$ cat config.mk
export PLATFORM = sky130hd
export DESIGN_NAME = spi_master_native_flat
export DESIGN_NICKNAME = d
export VERILOG_FILES = /design/src/rtl/spi_native_pkg.sv /design/src/rtl/spi_master_native_if.sv /design/src/rtl/spi_native_sck_gen.sv /design/src/rtl/spi_master_native.sv /design/src/flat_wrapper.sv
export SDC_FILE = /design/constraint.sdc
export NUM_CORES = 1
export LEC_CHECK = 0
export BUFFER_PORTS_ARGS = -buffer_cell sky130_fd_sc_hd__buf_2
export CAP_MARGIN = 10
export CORE_MARGIN = 2
export CORE_UTILIZATION = 45
export CTS_BUF_LIST = sky130_fd_sc_hd__clkbuf_4 sky130_fd_sc_hd__clkbuf_8
export DETAILED_ROUTE_END_ITERATION = 12
export HOLD_SLACK_MARGIN = 0.03
export PLACE_DENSITY = 0.67
export SKIP_CTS_REPAIR_TIMING = 1
export SYNTH_ARGS = -nofsm -noshare
export SYNTH_HDL_FRONTEND = slang
export SYNTH_SLANG_ARGS = --single-unit
$ cat constraint.sdc
create_clock -name clk -period 2 [get_ports clk]
set_input_delay 0.1 -clock clk [delete_from_list [all_inputs] [get_ports clk]]
set_output_delay 0.1 -clock clk [all_outputs]
set_load 0.01 [all_outputs]
$ cat src/rtl/spi_native_pkg.sv
// spi_native_pkg: shared frame layout, FSM states and frame packing for the native SPI link
package spi_native_pkg;
    localparam int FRAME_W       = 27;
    localparam int RD_BIT        = 26;
    localparam int ADDR_MSB      = 25;
    localparam int ADDR_LSB      = 18;
    localparam int DATA_W        = 16;
    localparam int RD_FIRST_EDGE = 12;

    typedef enum logic [2:0] {IDLE, SETUP, SHIFT, HOLD, GAP} spi_state_t;

    function automatic logic [FRAME_W-1:0] pack_frame(
        input logic              rd,
        input logic [7:0]        addr,
        input logic [DATA_W-1:0] data
    );
        return {rd, addr, 2'b00, data};
    endfunction
endpackage

$ cat src/rtl/spi_master_native_if.sv
// spi_master_native_if: request/response port of the native SPI master
interface spi_master_native_if;
    import spi_native_pkg::*;
    logic              req_valid;
    logic              req_ready;
    logic              req_rd;
    logic [7:0]        req_addr;
    logic [DATA_W-1:0] req_wdata;
    logic              rsp_valid;
    logic [DATA_W-1:0] rsp_rdata;
    logic              busy;

    modport master(output req_valid, req_rd, req_addr, req_wdata, input req_ready, rsp_valid, rsp_rdata, busy);
    modport slave(input req_valid, req_rd, req_addr, req_wdata, output req_ready, rsp_valid, rsp_rdata, busy);
endinterface

$ cat src/rtl/spi_native_sck_gen.sv
// spi_native_sck_gen: SCK divider producing the serial clock plus edge pulses for the cycle an edge is generated
module spi_native_sck_gen #(
    parameter int HALF_DIV = 4
) (
    input  logic clk,
    input  logic rst,
    input  logic run,
    output logic sck,
    output logic rise_pulse,
    output logic fall_pulse
);
    localparam logic [7:0] DIV_TOP = 8'(HALF_DIV - 1);
    logic [7:0] div_cnt;
    logic       wrap;

    assign wrap       = run && div_cnt == DIV_TOP;
    assign rise_pulse = wrap && !sck;
    assign fall_pulse = wrap && sck;

    // divider wraps every HALF_DIV cycles and toggles sck; both held cleared while not running
    always_ff @(posedge clk) begin
        if (rst || !run) begin
            div_cnt <= '0;
            sck     <= 1'b0;
        end else begin
            div_cnt <= wrap ? '0 : div_cnt + 8'd1;
            sck     <= wrap ? ~sck : sck;
        end
    end
endmodule

$ cat src/rtl/spi_master_native.sv
// spi_master_native: serializes single register requests into 27-bit native SPI frames and returns completions
module spi_master_native
    import spi_native_pkg::*;
#(
    parameter int HALF_DIV = 4,
    parameter int CS_SETUP = 2,
    parameter int CS_GAP   = 4
) (
    input  logic                clk,
    input  logic                rst,
    spi_master_native_if.slave  req,
    output logic                spi_sck,
    output logic                spi_cs,
    output logic                spi_mosi,
    input  logic                spi_miso
);
    localparam logic [15:0] SETUP_TOP   = 16'(CS_SETUP - 1);
    localparam logic [15:0] HOLD_TOP    = 16'(HALF_DIV - 1);
    localparam logic [15:0] GAP_TOP     = 16'(CS_GAP - 1);
    localparam logic [4:0]  LAST_RD_BIT = 5'(FRAME_W - RD_FIRST_EDGE);

    if (HALF_DIV < 2 || HALF_DIV > 255 || CS_SETUP < 1 || CS_GAP < 2) begin : g_param_check
        $error("spi_master_native: illegal HALF_DIV/CS_SETUP/CS_GAP");
    end

    spi_state_t         state;
    logic [FRAME_W-1:0] frame;
    logic [FRAME_W-2:0] sr;
    logic [4:0]         bit_idx;
    logic [15:0]        tcnt;
    logic               rd_q;
    logic [DATA_W-1:0]  rdata;
    logic               rise;
    logic               fall;

    assign req.req_ready = state == IDLE && !rst;
    assign req.busy      = state != IDLE;
    assign frame         = pack_frame(req.req_rd, req.req_addr, req.req_rd ? {DATA_W{1'b0}} : req.req_wdata);

    spi_native_sck_gen #(.HALF_DIV(HALF_DIV)) u_sck_gen (
        .clk        (clk),
        .rst        (rst),
        .run        (state == SHIFT),
        .sck        (spi_sck),
        .rise_pulse (rise),
        .fall_pulse (fall)
    );

    // frame sequencer: latch request, hold CS setup, shift 27 bits, hold, then enforce the CS gap
    always_ff @(posedge clk) begin
        if (rst) begin
            state         <= IDLE;
            spi_cs        <= 1'b1;
            spi_mosi      <= 1'b0;
            req.rsp_valid <= 1'b0;
            req.rsp_rdata <= '0;
            sr            <= '0;
            bit_idx       <= '0;
            tcnt          <= '0;
            rd_q          <= 1'b0;
            rdata         <= '0;
        end else begin
            req.rsp_valid <= 1'b0;
            case (state)
                IDLE: if (req.req_valid) begin
                    state    <= SETUP;
                    spi_cs   <= 1'b0;
                    spi_mosi <= frame[RD_BIT];
                    sr       <= frame[FRAME_W-2:0];
                    rd_q     <= req.req_rd;
                    bit_idx  <= 5'(RD_BIT);
                    tcnt     <= '0;
                    rdata    <= '0;
                end
                SETUP: begin
                    tcnt <= tcnt + 16'd1;
                    if (tcnt == SETUP_TOP) begin
                        state <= SHIFT;
                        tcnt  <= '0;
                    end
                end
                SHIFT: begin
                    if (rise && bit_idx <= LAST_RD_BIT) rdata <= {rdata[DATA_W-2:0], spi_miso};
                    if (fall) begin
                        sr       <= sr << 1;
                        spi_mosi <= sr[FRAME_W-2];
                        bit_idx  <= bit_idx - 5'd1;
                        if (bit_idx == 5'd0) state <= HOLD;
                    end
                end
                HOLD: begin
                    tcnt <= tcnt + 16'd1;
                    if (tcnt == HOLD_TOP) begin
                        state         <= GAP;
                        tcnt          <= '0;
                        spi_cs        <= 1'b1;
                        req.rsp_valid <= 1'b1;
                        req.rsp_rdata <= rd_q ? rdata : '0;
                    end
                end
                GAP: begin
                    tcnt <= tcnt + 16'd1;
                    if (tcnt == GAP_TOP) state <= IDLE;
                end
                default: state <= IDLE;
            endcase
        end
    end
endmodule
$ cat src/flat_wrapper.sv
// flat-port wrapper written by rule: the top's interface ports become plain ports
module spi_master_native_flat import spi_native_pkg::*;
#(
    parameter int HALF_DIV = 4,
    parameter int CS_SETUP = 2,
    parameter int CS_GAP   = 4
)
  (clk, rst, spi_sck, spi_cs, spi_mosi, spi_miso, req_req_valid, req_req_rd, req_req_addr, req_req_wdata, req_req_ready, req_rsp_valid, req_rsp_rdata, req_busy);
  spi_master_native_if req_i ();
  input  logic clk;
  input  logic rst;
  output logic spi_sck;
  output logic spi_cs;
  output logic spi_mosi;
  input  logic spi_miso;
  input wire logic [$bits(req_i.req_valid)-1:0] req_req_valid;
  input wire logic [$bits(req_i.req_rd)-1:0] req_req_rd;
  input wire logic [$bits(req_i.req_addr)-1:0] req_req_addr;
  input wire logic [$bits(req_i.req_wdata)-1:0] req_req_wdata;
  output wire logic [$bits(req_i.req_ready)-1:0] req_req_ready;
  output wire logic [$bits(req_i.rsp_valid)-1:0] req_rsp_valid;
  output wire logic [$bits(req_i.rsp_rdata)-1:0] req_rsp_rdata;
  output wire logic [$bits(req_i.busy)-1:0] req_busy;
  assign req_i.req_valid = req_req_valid;
  assign req_i.req_rd = req_req_rd;
  assign req_i.req_addr = req_req_addr;
  assign req_i.req_wdata = req_req_wdata;
  assign req_req_ready = req_i.req_ready;
  assign req_rsp_valid = req_i.rsp_valid;
  assign req_rsp_rdata = req_i.rsp_rdata;
  assign req_busy = req_i.busy;
  spi_master_native #(.HALF_DIV(HALF_DIV), .CS_SETUP(CS_SETUP), .CS_GAP(CS_GAP)) u_core (.clk(clk), .rst(rst), .req(req_i), .spi_sck(spi_sck), .spi_cs(spi_cs), .spi_mosi(spi_mosi), .spi_miso(spi_miso));
endmodule
==> impl_results.md <==
* Hold Slack at 0.06886 ns
* Grt peak-use layer: met2
* Net Sw Frac at 26.74%
* RSZ-0062 raised after global routing: true
* Vias in the first global route at 3,496
* CP delay by family, top: simple AND/OR/NAND/NOR gates
* Reg2Reg Depth at 7
* Commonest non-fill, non-tap cell in the layout: dfxtp_1
* Hold Crit Depth at 3
* PwrDens at 778.1 nW/um^2
* Placed cell area at 4817 sq um
* Share of layout cells above drive strength 1 at between 20 and 25%
* Sequential share of power at about half
* Sequential area share after synthesis at 44.52%
* CTS sink count at 95
* TritonCTS buffer count at 9
* Initial antenna violation count at 0
* Slowest cell on the critical path: or4b_4
* Maximum root-to-sink buffer count at 2
* Synth Register Bits at 95
* Internal at a little under 3000 uW
* Post-Synth Simple-Gate Area at 26.95%
* Static Leak at 0.001864 uW
* Number of synthesized flops with an enable pin at 0
* Xor and xnor area share after synthesis at 3.076%
* Worst slew pin tran at 0.5791 ns
* Yosys warns at 0
* Status: finished, final reports clean
* P&R area growth vs syn at 21.24%
* Layout Nets at between 600 and 700
* Pwr Total at 4029 uW
* Crit-path max FO at 3
* Max Cap Violations at 0
* Max_slew headroom at 61.34%
* Crit Path Class: reg2reg
* RD Place Congestion at 0.8675
* DR WL/cell at approximately 13 um
* DRC at 0
* Slowest stage delay, CP at 0.49 ns
* GR Layer Usage met2 at 31.89%
* NetSw at 1078 uW
* Element type at the critical path end: flip-flop
* Via count at 3,845
* Largest net degree at the start of global routing at 40
* Design area at 5179 sq um
* Largest family of logic cells by synthesized area: simple AND/OR/NAND/NOR gates
* Top achievable clock speed at 523.4 MHz
* Asr flop ratio synth at 0%
* Compound-Gate Fraction of Synth Area at between 10% and 20%
* Synth Flop Type: dfxtp_1
* Commonest non-fill, non-tap cells in the layout: 93 x dfxtp_1, 65 x a21oi_1, 56 x nor2_1
* Combinational power share at 14.1%
* H-tree depth at 3
* Tmin final at around 1.9 ns
* Mux cell area share after synthesis at 3.046%
* Starting density of the core at a little under half
* Final Hold Fails at 0
* Met1 Resource Use GR at 23.26%
* Fin. max-slew vios at 0
* Post-synthesis cell area at 4272 sq um
* Req. time, crit path at 2.25 ns
* Clock insertion delay at the later pin of the skew report at ~0.36 ns
* Vias per cell at 5.431
* Worst Skew at 0.01509 ns
* Clock-pin slew on the worst setup and hold paths at 0.10 ns
* Die H at roughly 100 um
* Critical Path, Cell by Cell: ha_1, or4b_4, nand4bb_4, buf_6, nor4_4, xnor2_1, a21oi_1
* Core area at 9240 sq um
* Initial DRC Count at 153
* Clk network pwr share at 35.4%
* Detail Route Antenna Nets at 0
* Die X at 101.4 um
* Synth Instances at 515
* HP Class: in2reg
* Row cnt at 35
* Global-route usage over all layers at 18.93%
* Root buffer cell: clkbuf_8
* Max IR drop VDD at 0.0005560 V
* Global-route wire length before repair at 15.76 mm
* Buffers & Inverters on Critical Path at 1
* I/O pins at 51
* Period utilization at 95.53%
* Endpoints failing setup at 0
* Crit path depth at 7
* Port Buffers at 50
* HPWL after DPL at 6.385 mm
* # diodes at 0
* WL final at 9.512 mm
* Synth cell types at 44
* Adder-Cell Fraction of Synth Area at 1.757%
* Final global-route overflow total at 0
* Critical Path AT at approximately 2.2 ns
* Mapped Avg Cell Area at approximately 8.3 sq um
* Synthesized Nets at 550
* CTS tree: yes
* Die footprint at 10,290 sq um
* CP Launch Type: flip-flop
* DRT Pass-1 Iters at 5
* Met3 Use GR at 4.900%
## layout make-up
type                            instances  area, sq um
Clock inverter                          6        92.59
Sequential cell                        95         1904
Tap cell                              129        161.4
Clock buffer                           10        131.4
Multi-Input combinational cell        372         2241
Fill cell                             877         4061
Timing Repair Buffer                   87        614.3
Inverter                                9        33.78
## worst min-delay path, cell delays in order
cell	delay, ns
buf_2	0.10
mux2i_1	0.12
a211oi_1	0.08
## metal layers
layer | vias up | part of all wire (%)
met1 | 1806 | 46
met5 | - | 0
met3 | 14 | 4.4
li1 | 1933 | -
met4 | 0 | 1.4
met2 | 92 | 48
## metrics by stage
step | utilization (%) | setup TNS [ns] | worst slack (ns) | std cells
finish | 56.05 | 0 | 0.08937 | 708
global route | 56.05 | -0.3407 | -0.04981 | 708
CTS | 54.56 | -2.130 | -0.1245 | 703
detailed placement | 52.13 | -1.623 | -0.1201 | 687
global placement | 52.13 | -0.04560 | -0.01656 | 687
floorplan | - | 0 | 0.005078 | 515
## worst paths after layout
check / from / endpoint / slack (ns)
min: req_req_addr[7] / u_core.sr[25] / 0.07
max reg2reg: u_core.u_sck_gen.div_cnt[0] / u_core.bit_idx[3] / 0.09
min reg2reg: u_core.req.rsp_rdata[3] / u_core.req.rsp_rdata[3] / 0.45
max: u_core.u_sck_gen.div_cnt[0] / u_core.bit_idx[3] / 0.09
## sequential cells by signal, indices dropped and copies added (netlist names), 3 cells and up
name                      count
u_core.tcnt                  16
u_core.req.rsp_rdata         16
u_core.u_sck_gen.div_cnt      8
u_core.state                  3
u_core.rdata                 16
u_core.sr                    26
u_core.bit_idx                5
## Yosys cell counts, types with 2 or more instances
cell	n	area, sq um
a211oi_1	28	210.2
a21oi_1	65	325.3
a31oi_1	6	37.54
and3_1	2	12.51
and4_1	2	17.52
buf_1	2	7.510
buf_2	8	40.04
buf_4	3	22.52
clkbuf_1	26	97.59
dfxtp_1	95	1902
ha_1	6	75.07
inv_1	9	33.78
mux2i_1	13	130.1
nand2_1	53	198.9
nand2b_1	3	18.77
nand3_1	33	165.2
nand3b_1	17	127.6
nand4_1	8	50.05
nor2_1	56	210.2
nor3_1	9	45.04
nor3b_1	17	127.6
nor4_1	7	43.79
o21ai_0	10	50.05
or3_1	4	25.02
xnor2_1	8	70.07
xor2_1	7	61.31
## logic make-up after synthesis
kind of cell	after synthesis
flops	95
mux	13
buf+inv	48
fa+ha+maj	6
simple gates	222
xor+xnor	15
compound gates	116
## power groups by stage
stage,sequential [uW],clock [uW],combinational [uW]
detailed placement,2070,0,532
CTS,2030,1460,534
global route,2040,1540,638
floorplan,2050,0,367
finish,2030,1430,570
global placement,2070,0,515
No activity file was read; power rests on OpenSTA's default activity.
